==> config.mk <==
export PLATFORM = sky130hd
export DESIGN_NAME = mul_sequencer
export DESIGN_NICKNAME = d
export VERILOG_FILES = /design/src/rtl/mul_sequencer.sv
export SDC_FILE = /design/constraint.sdc
export NUM_CORES = 1
export LEC_CHECK = 0
export ABC_AREA = 0
export CAP_MARGIN = 10
export CORE_MARGIN = 2
export CORE_UTILIZATION = 35
export CTS_CLUSTER_DIAMETER = 80
export DETAILED_ROUTE_END_ITERATION = 10
export REMOVE_ABC_BUFFERS = 1
export SYNTH_ARGS = -nofsm -noshare
export SYNTH_HDL_FRONTEND = slang
export SYNTH_SLANG_ARGS = --single-unit
==> constraint.sdc <==
create_clock -name clk_i -period 2.85 [get_ports clk_i]
set_clock_uncertainty 0.1 [all_clocks]
set_input_delay 0.855 -clock clk_i [delete_from_list [all_inputs] [get_ports clk_i]]
set_output_delay 0.855 -clock clk_i [all_outputs]
set_load 0.03 [all_outputs]
==> src/rtl/mul_sequencer.sv <==
// mul_sequencer: multi-cycle shift-add multiply controller for the EX-stage MUL.
// Latches operands on a MUL issue, consumes BITS_PER_CYCLE multiplier bits per
// cycle while holding the pipeline stalled, then pulses done_o for one cycle
// with the low WIDTH bits of the product on data_o. kill_i aborts a multiply
// in flight; non-MUL ALU codes are left to the single-cycle ALU.
module mul_sequencer #(
  parameter int unsigned WIDTH          = 32,
  parameter int unsigned BITS_PER_CYCLE = 1,
  parameter logic [2:0]  MUL_CODE       = 3'b100
) (
  input  logic             clk_i,
  input  logic             rst_i,
  input  logic             start_i,
  input  logic [2:0]       ALUCtrl_i,
  input  logic [WIDTH-1:0] data1_i,
  input  logic [WIDTH-1:0] data2_i,
  input  logic             kill_i,
  output logic             stall_o,
  output logic             busy_o,
  output logic             done_o,
  output logic [WIDTH-1:0] data_o
);

  localparam int unsigned N_ITER = WIDTH / BITS_PER_CYCLE;
  localparam int unsigned CNT_W  = (N_ITER > 1) ? $clog2(N_ITER) : 1;
  localparam logic [CNT_W-1:0] CNT_LAST = CNT_W'(N_ITER - 1);

  // Reject parameter combinations the datapath cannot step through evenly.
  if (!((BITS_PER_CYCLE == 1) || (BITS_PER_CYCLE == 2) || (BITS_PER_CYCLE == 4)) ||
      ((WIDTH % BITS_PER_CYCLE) != 0)) begin : g_bad_param
    $error("mul_sequencer: BITS_PER_CYCLE must be 1, 2 or 4 and divide WIDTH");
  end

  typedef enum logic [1:0] {
    ST_IDLE = 2'd0,
    ST_RUN  = 2'd1,
    ST_DONE = 2'd2
  } state_e;

  state_e               state_q, state_d;
  logic [WIDTH-1:0]     mcand_q, mcand_d;
  logic [WIDTH-1:0]     mplier_q, mplier_d;
  logic [WIDTH-1:0]     acc_q, acc_d;
  logic [CNT_W-1:0]     cnt_q, cnt_d;
  logic [WIDTH-1:0]     data_q, data_d;

  logic                 go_c;
  logic [WIDTH-1:0]     pp_c;
  logic [WIDTH-1:0]     pp_shift_c;
  logic [BITS_PER_CYCLE-1:0] pp_digit_c;

  // A MUL issue is only honoured out of reset, with no flush in the same cycle.
  assign go_c = rst_i && start_i && (ALUCtrl_i == MUL_CODE) && !kill_i;

  // Partial product mcand * (low digit of mplier), built as a small shift-add.
  always_comb begin
    pp_c       = '0;
    pp_shift_c = mcand_q;
    pp_digit_c = mplier_q[BITS_PER_CYCLE-1:0];
    for (int unsigned b = 0; b < BITS_PER_CYCLE; b++) begin
      if (pp_digit_c[0]) begin
        pp_c = pp_c + pp_shift_c;
      end
      pp_shift_c = pp_shift_c << 1;
      pp_digit_c = pp_digit_c >> 1;
    end
  end

  // Next-state and datapath update.
  always_comb begin
    state_d  = state_q;
    mcand_d  = mcand_q;
    mplier_d = mplier_q;
    acc_d    = acc_q;
    cnt_d    = cnt_q;
    data_d   = data_q;

    unique case (state_q)
      ST_IDLE: begin
        if (go_c) begin
          mcand_d  = data1_i;
          mplier_d = data2_i;
          acc_d    = '0;
          cnt_d    = '0;
          state_d  = ST_RUN;
        end
      end

      ST_RUN: begin
        if (kill_i) begin
          // Flush wins over completion; the previous result stays on data_o.
          state_d = ST_IDLE;
        end else begin
          acc_d    = acc_q + pp_c;
          mcand_d  = mcand_q << BITS_PER_CYCLE;
          mplier_d = mplier_q >> BITS_PER_CYCLE;
          cnt_d    = cnt_q + CNT_W'(1);
          if (cnt_q == CNT_LAST) begin
            data_d  = acc_q + pp_c;
            state_d = ST_DONE;
          end
        end
      end

      ST_DONE: begin
        // Result pulse is committed; the pipeline advances this cycle.
        state_d = ST_IDLE;
      end

      default: begin
        state_d = ST_IDLE;
      end
    endcase
  end

  // State and datapath registers with synchronous active-low reset.
  always_ff @(posedge clk_i) begin
    if (!rst_i) begin
      state_q  <= ST_IDLE;
      mcand_q  <= '0;
      mplier_q <= '0;
      acc_q    <= '0;
      cnt_q    <= '0;
      data_q   <= '0;
    end else begin
      state_q  <= state_d;
      mcand_q  <= mcand_d;
      mplier_q <= mplier_d;
      acc_q    <= acc_d;
      cnt_q    <= cnt_d;
      data_q   <= data_d;
    end
  end

  // Stall rises in the issue cycle itself so the EX instruction is held.
  assign stall_o = (state_q == ST_RUN) || ((state_q == ST_IDLE) && go_c);
  assign busy_o  = (state_q == ST_RUN);
  assign done_o  = (state_q == ST_DONE);
  assign data_o  = data_q;

endmodule

==> impl_metrics.csv <==
group,metric,value,unit
clock_tree,cts-root-to-sink-buffers,2,
synthesis,syn-instance-count,917,
timing,finalSetupViolCount,6,
timing,fin_hold_ws,0.350,ns
placed_design,io_buffer_count,105,
synthesis,yosysTopAreaCell,"sky130_fd_sc_hd__dfxtp_1",
finish,finalCoreUtilization,51.5,%
global_routing,global_route.usage.total,19.0,%
clock_tree,cts_tree,"built",
critical_path,master_of_the_slowest_instance_on_the_critical_path,"sky130_fd_sc_hd__dfxtp_4",
synthesis,yosys_warnings,0,
timing,final-max-slew-violation-count,0,
finish,antenna_diode_count,0,
detailed_routing,drt_pre_antenna_iters,5,
outcome,status,"finished, violations left",
timing,timing_worst_slew_pin_value,0.485,ns
critical_path,end_kind,"register",
floorplan,die_height,148,um
synthesis,synth_top_area_share,37.5,%
global_routing,largest_net_degree_at_the_start_of_global_routing,76,
finish,drive_above_1_share,21.9,%
placed_design,dp_worst_setup_slack,-0.289,ns
critical_path,critPathMaxFanout,7,
critical_path,r2r_end,"data_o[16]$_SDFFE_PN0P_",
synthesis,count_of_unique_library_cells_instantiated_by_yosys,67,
critical_path,crit_chain,"buf_12 -> and2_4 -> ha_4 -> fa_2 -> a21o_1 -> a21oi_4 -> nor2_4 -> a221o_1 -> a31oi_1 -> xor2_1 -> o21ai_1 -> and2_1",
synthesis,synth_sequential_area_ratio,37.5,%
timing,fin_crit_sh,103,%
synthesis,synth.cell_area,0.00721,sq mm
timing,unrepaired_setup_endpoints_after_global_routing,"true",
critical_path,source_of_the_worst_register_to_register_timing_path,"mplier_q[0]$_SDFFE_PN0P_",
critical_path,arrival,3.15,ns
clock_tree,clk_transition_reported_paths,0.06,ns
min_path,hold_end,"data_o[29]$_SDFFE_PN0P_",
pwr,cellLeakagePower,4.03,nW
critical_path,critical_path_buffers_and_inverters,1,
global_routing,grt_pass1_wl,33.1,mm
critical_path,setup.worst_path.start_class,"register",
critical_path,r2r_setup_slack,-0.08,ns
floorplan,initial_utilization,35.6,%
critical_path,register_to_register_path_depth,12,
min_path,hold_path_depth,2,
timing,fmax,0.341,GHz
floorplan,top_ports,106,
clock_tree,cts.root.buffer_cell,"sky130_fd_sc_hd__clkbuf_16",
detailed_routing,postRouteAntennaNets,0,
min_path,timing.hold.worst.start,"data_o[29]$_SDFFE_PN0P_",
pwr,pwr_per_cell_area,421,mW/mm^2
clock_tree,cts_buffers,17,
synthesis,synth_top_flop_cell,"sky130_fd_sc_hd__dfxtp_1",
synthesis,async_flop_share,0,%
synthesis,yosys.cell_count.top_type,"sky130_fd_sc_hd__nand2_1",
pwr,power_total,4.38,mW
critical_path,critPathMaxStageDelay,0.35,ns
global_routing,gr-total-overflow,0,
synthesis,synthTopCellsByCount,"209 x sky130_fd_sc_hd__nand2_1, 135 x sky130_fd_sc_hd__dfxtp_1, 86 x sky130_fd_sc_hd__a21oi_1, 74 x sky130_fd_sc_hd__nor2_1, 51 x sky130_fd_sc_hd__clkbuf_1",
synthesis,count_of_flip_flops_with_a_built_in_enable_after_synthesis,0,
global_routing,antenna_found_initial,0,
synthesis,syn_area_per_cell,7.86,sq um
floorplan,rows,52,
clock_tree,tritoncts_num_sinks,135,
critical_path,critPathKind,"register to register",
finish,syn_to_final_growth,44.5,%
finish,nNetsFinal,1198,
detailed_routing,drt_wl_total,21.0,mm
placed_design,gpl.final_weighted_congestion,0.858,
min_path,hold_path.class,"register to register",
flow_run,max_cap_violations,0,
detailed_routing,vias,7027,
clock_tree,insertion_delay,0.43,ns
clock_tree,htreeDepth,4,
synthesis,synth_seq_cells,135,
floorplan,fp.dieArea,0.0218,sq mm
timing,max-slew-margin-rel,67.6,%
detailed_routing,routedWlPerCell,15.3,um
synthesis,synth.area.top_cells,"sky130_fd_sc_hd__dfxtp_1 37%, sky130_fd_sc_hd__nand2_1 11%, sky130_fd_sc_hd__a21oi_1 6.0%, sky130_fd_sc_hd__ha_1 5.7%, sky130_fd_sc_hd__a311oi_1 5.0%",
detailed_routing,drt-vias-per-instance,5.11,
timing,fin_crit,2.93,ns
floorplan,placeableCoreArea,0.0202,sq mm
timing,fin_setup_tns,-0.212,ns
pwr,vdd_ir_drop_max,0.402,mV
timing,final_ws_setup,-0.0826,ns
clock_tree,cts_hold_repair.buffers,0,
detailed_routing,drc_errors,0,
floorplan,die_w,148,um
detailed_routing,detail_route.iter0.violations,476,
finish,n_fill_cell,1919,
critical_path,timing.critical_path.max_delay_family,"compound AO/OA/AOI/OAI gates",
global_routing,first_global_vias,6587,
timing,final-hold-violation-count,0,
critical_path,worst-endpoint-required,3.07,ns
placed_design,dp_hpwl,14.7,mm
outcome,violations,"setup timing",
==> repair_timing <==
action,CTS,global route
endpoints found under the hold margin,0,0
resized for setup,30,78
setup endpoints to repair,23,27
pin swaps,13,39
buffers inserted,1,8
==> worst reg2reg max path, cell delays in order (launching register included) <==
cell	delay [ns]
sky130_fd_sc_hd__dfxtp_4	0.35
sky130_fd_sc_hd__buf_12	0.13
sky130_fd_sc_hd__and2_4	0.16
sky130_fd_sc_hd__ha_4	0.15
sky130_fd_sc_hd__fa_2	0.35
sky130_fd_sc_hd__a21o_1	0.25
sky130_fd_sc_hd__a21oi_4	0.24
sky130_fd_sc_hd__nor2_4	0.06
sky130_fd_sc_hd__a221o_1	0.33
sky130_fd_sc_hd__a31oi_1	0.20
sky130_fd_sc_hd__xor2_1	0.28
sky130_fd_sc_hd__o21ai_1	0.10
sky130_fd_sc_hd__and2_1	0.13
==> how the worst max path moves through the flow <==
stage          slack, ns                      end  cells after the start                startpoint
3_3_place_gp       -0.30                  stall_o                      7              ALUCtrl_i[0]
5_1_grt            -0.20  data_o[16]$_SDFFE_PN0P_                     12  mplier_q[0]$_SDFFE_PN0P_
6_report           -0.08  data_o[16]$_SDFFE_PN0P_                     12  mplier_q[0]$_SDFFE_PN0P_
4_1_cts            -0.03  data_o[16]$_SDFFE_PN0P_                     13  mplier_q[0]$_SDFFE_PN0P_
3_5_place_dp       -0.29                  stall_o                      7              ALUCtrl_i[0]
2_1_floorplan      -2.01    acc_q[2]$_SDFFE_PN0P_                      6                     rst_i
==> layout by cell type, fill, tap and decap left out, types with 3 or more instances in the layout <==
cell,Yosys,routed
sky130_fd_sc_hd__clkinv_4,0,3
sky130_fd_sc_hd__xor2_1,14,13
sky130_fd_sc_hd__inv_1,6,5
sky130_fd_sc_hd__dfxtp_1,135,134
sky130_fd_sc_hd__buf_6,0,10
sky130_fd_sc_hd__and2_1,36,25
sky130_fd_sc_hd__bufinv_16,0,3
sky130_fd_sc_hd__and3_1,8,8
sky130_fd_sc_hd__nand4_1,8,8
sky130_fd_sc_hd__o211ai_1,5,5
sky130_fd_sc_hd__a21o_1,17,17
sky130_fd_sc_hd__nand3_1,32,30
sky130_fd_sc_hd__clkinvlp_4,0,3
sky130_fd_sc_hd__clkbuf_16,0,17
sky130_fd_sc_hd__buf_4,0,105
sky130_fd_sc_hd__o21ai_1,5,6
sky130_fd_sc_hd__a311oi_1,41,41
sky130_fd_sc_hd__o21a_1,5,5
sky130_fd_sc_hd__and2_4,0,10
sky130_fd_sc_hd__xnor2_1,15,12
sky130_fd_sc_hd__o21bai_1,3,3
sky130_fd_sc_hd__a21oi_1,86,80
sky130_fd_sc_hd__or4_1,3,3
sky130_fd_sc_hd__ha_4,0,17
sky130_fd_sc_hd__o21ai_0,22,19
sky130_fd_sc_hd__buf_12,0,7
sky130_fd_sc_hd__ha_1,33,15
sky130_fd_sc_hd__a31oi_1,4,3
sky130_fd_sc_hd__nor2_1,74,70
sky130_fd_sc_hd__a22oi_1,22,22
sky130_fd_sc_hd__a22o_1,4,4
sky130_fd_sc_hd__nand2_1,209,205
sky130_fd_sc_hd__a21oi_2,2,6
sky130_fd_sc_hd__nor2_2,0,3
sky130_fd_sc_hd__clkinv_2,0,4
sky130_fd_sc_hd__nor3_1,4,3
sky130_fd_sc_hd__clkdlybuf4s50_1,0,98
==> sequential cells by signal, indices dropped and copies added (netlist names) <==
name	flops
acc_q	32
data_o	32
mcand_q	32
mplier_q	32
cnt_q	5
state_q	2
==> final cells by class <==
type	instances	area, sq um	share of cell area, %
multi-input cells	708	4690	45.0
inverters	6	23.8	0.228
well taps	270	338	3.24
flip-flops and latches	135	2710	26.0
repair buffers	225	2060	19.8
clock inverters	12	154	1.48
clock buffers	19	443	4.25
==> cell families after synthesis <==
kind of cell	after synthesis	synth area share, %
AO/OA/AOI/OAI	249	23.9
XOR/XNOR	29	3.52
adder cells (fa/ha/maj)	34	6.00
buffers and inverters	74	4.01
flip-flops	135	37.5
multiplexers	1	0.139
AND/OR/NAND/NOR	395	24.9
==> where the power goes <==
group | total, mW | internal [mW] | switching [mW]
combinational | 0.224 | 0.124 | 0.0995
sequential | 1.91 | 1.90 | 0.0104
clock | 2.25 | 1.39 | 0.855
==> layer usage <==
metal	GRT usage, %	vias up	wire length, um
met5	0	-	0
met3	3.58	25	669
met2	31.0	119	10100
li1	-	3608	-
met1	25.3	3275	9890
met4	6.30	0	342
==> metrics by stage <==
stage | cell area (sq um) | std cells
final | 10400 | 1375
after global routing | 10400 | 1375
after CTS | 9940 | 1368
after detailed placement | 9260 | 1336
after global placement | 9260 | 1336
after floorplan | 6940 | 849
No activity file was read; power rests on OpenSTA's default activity.
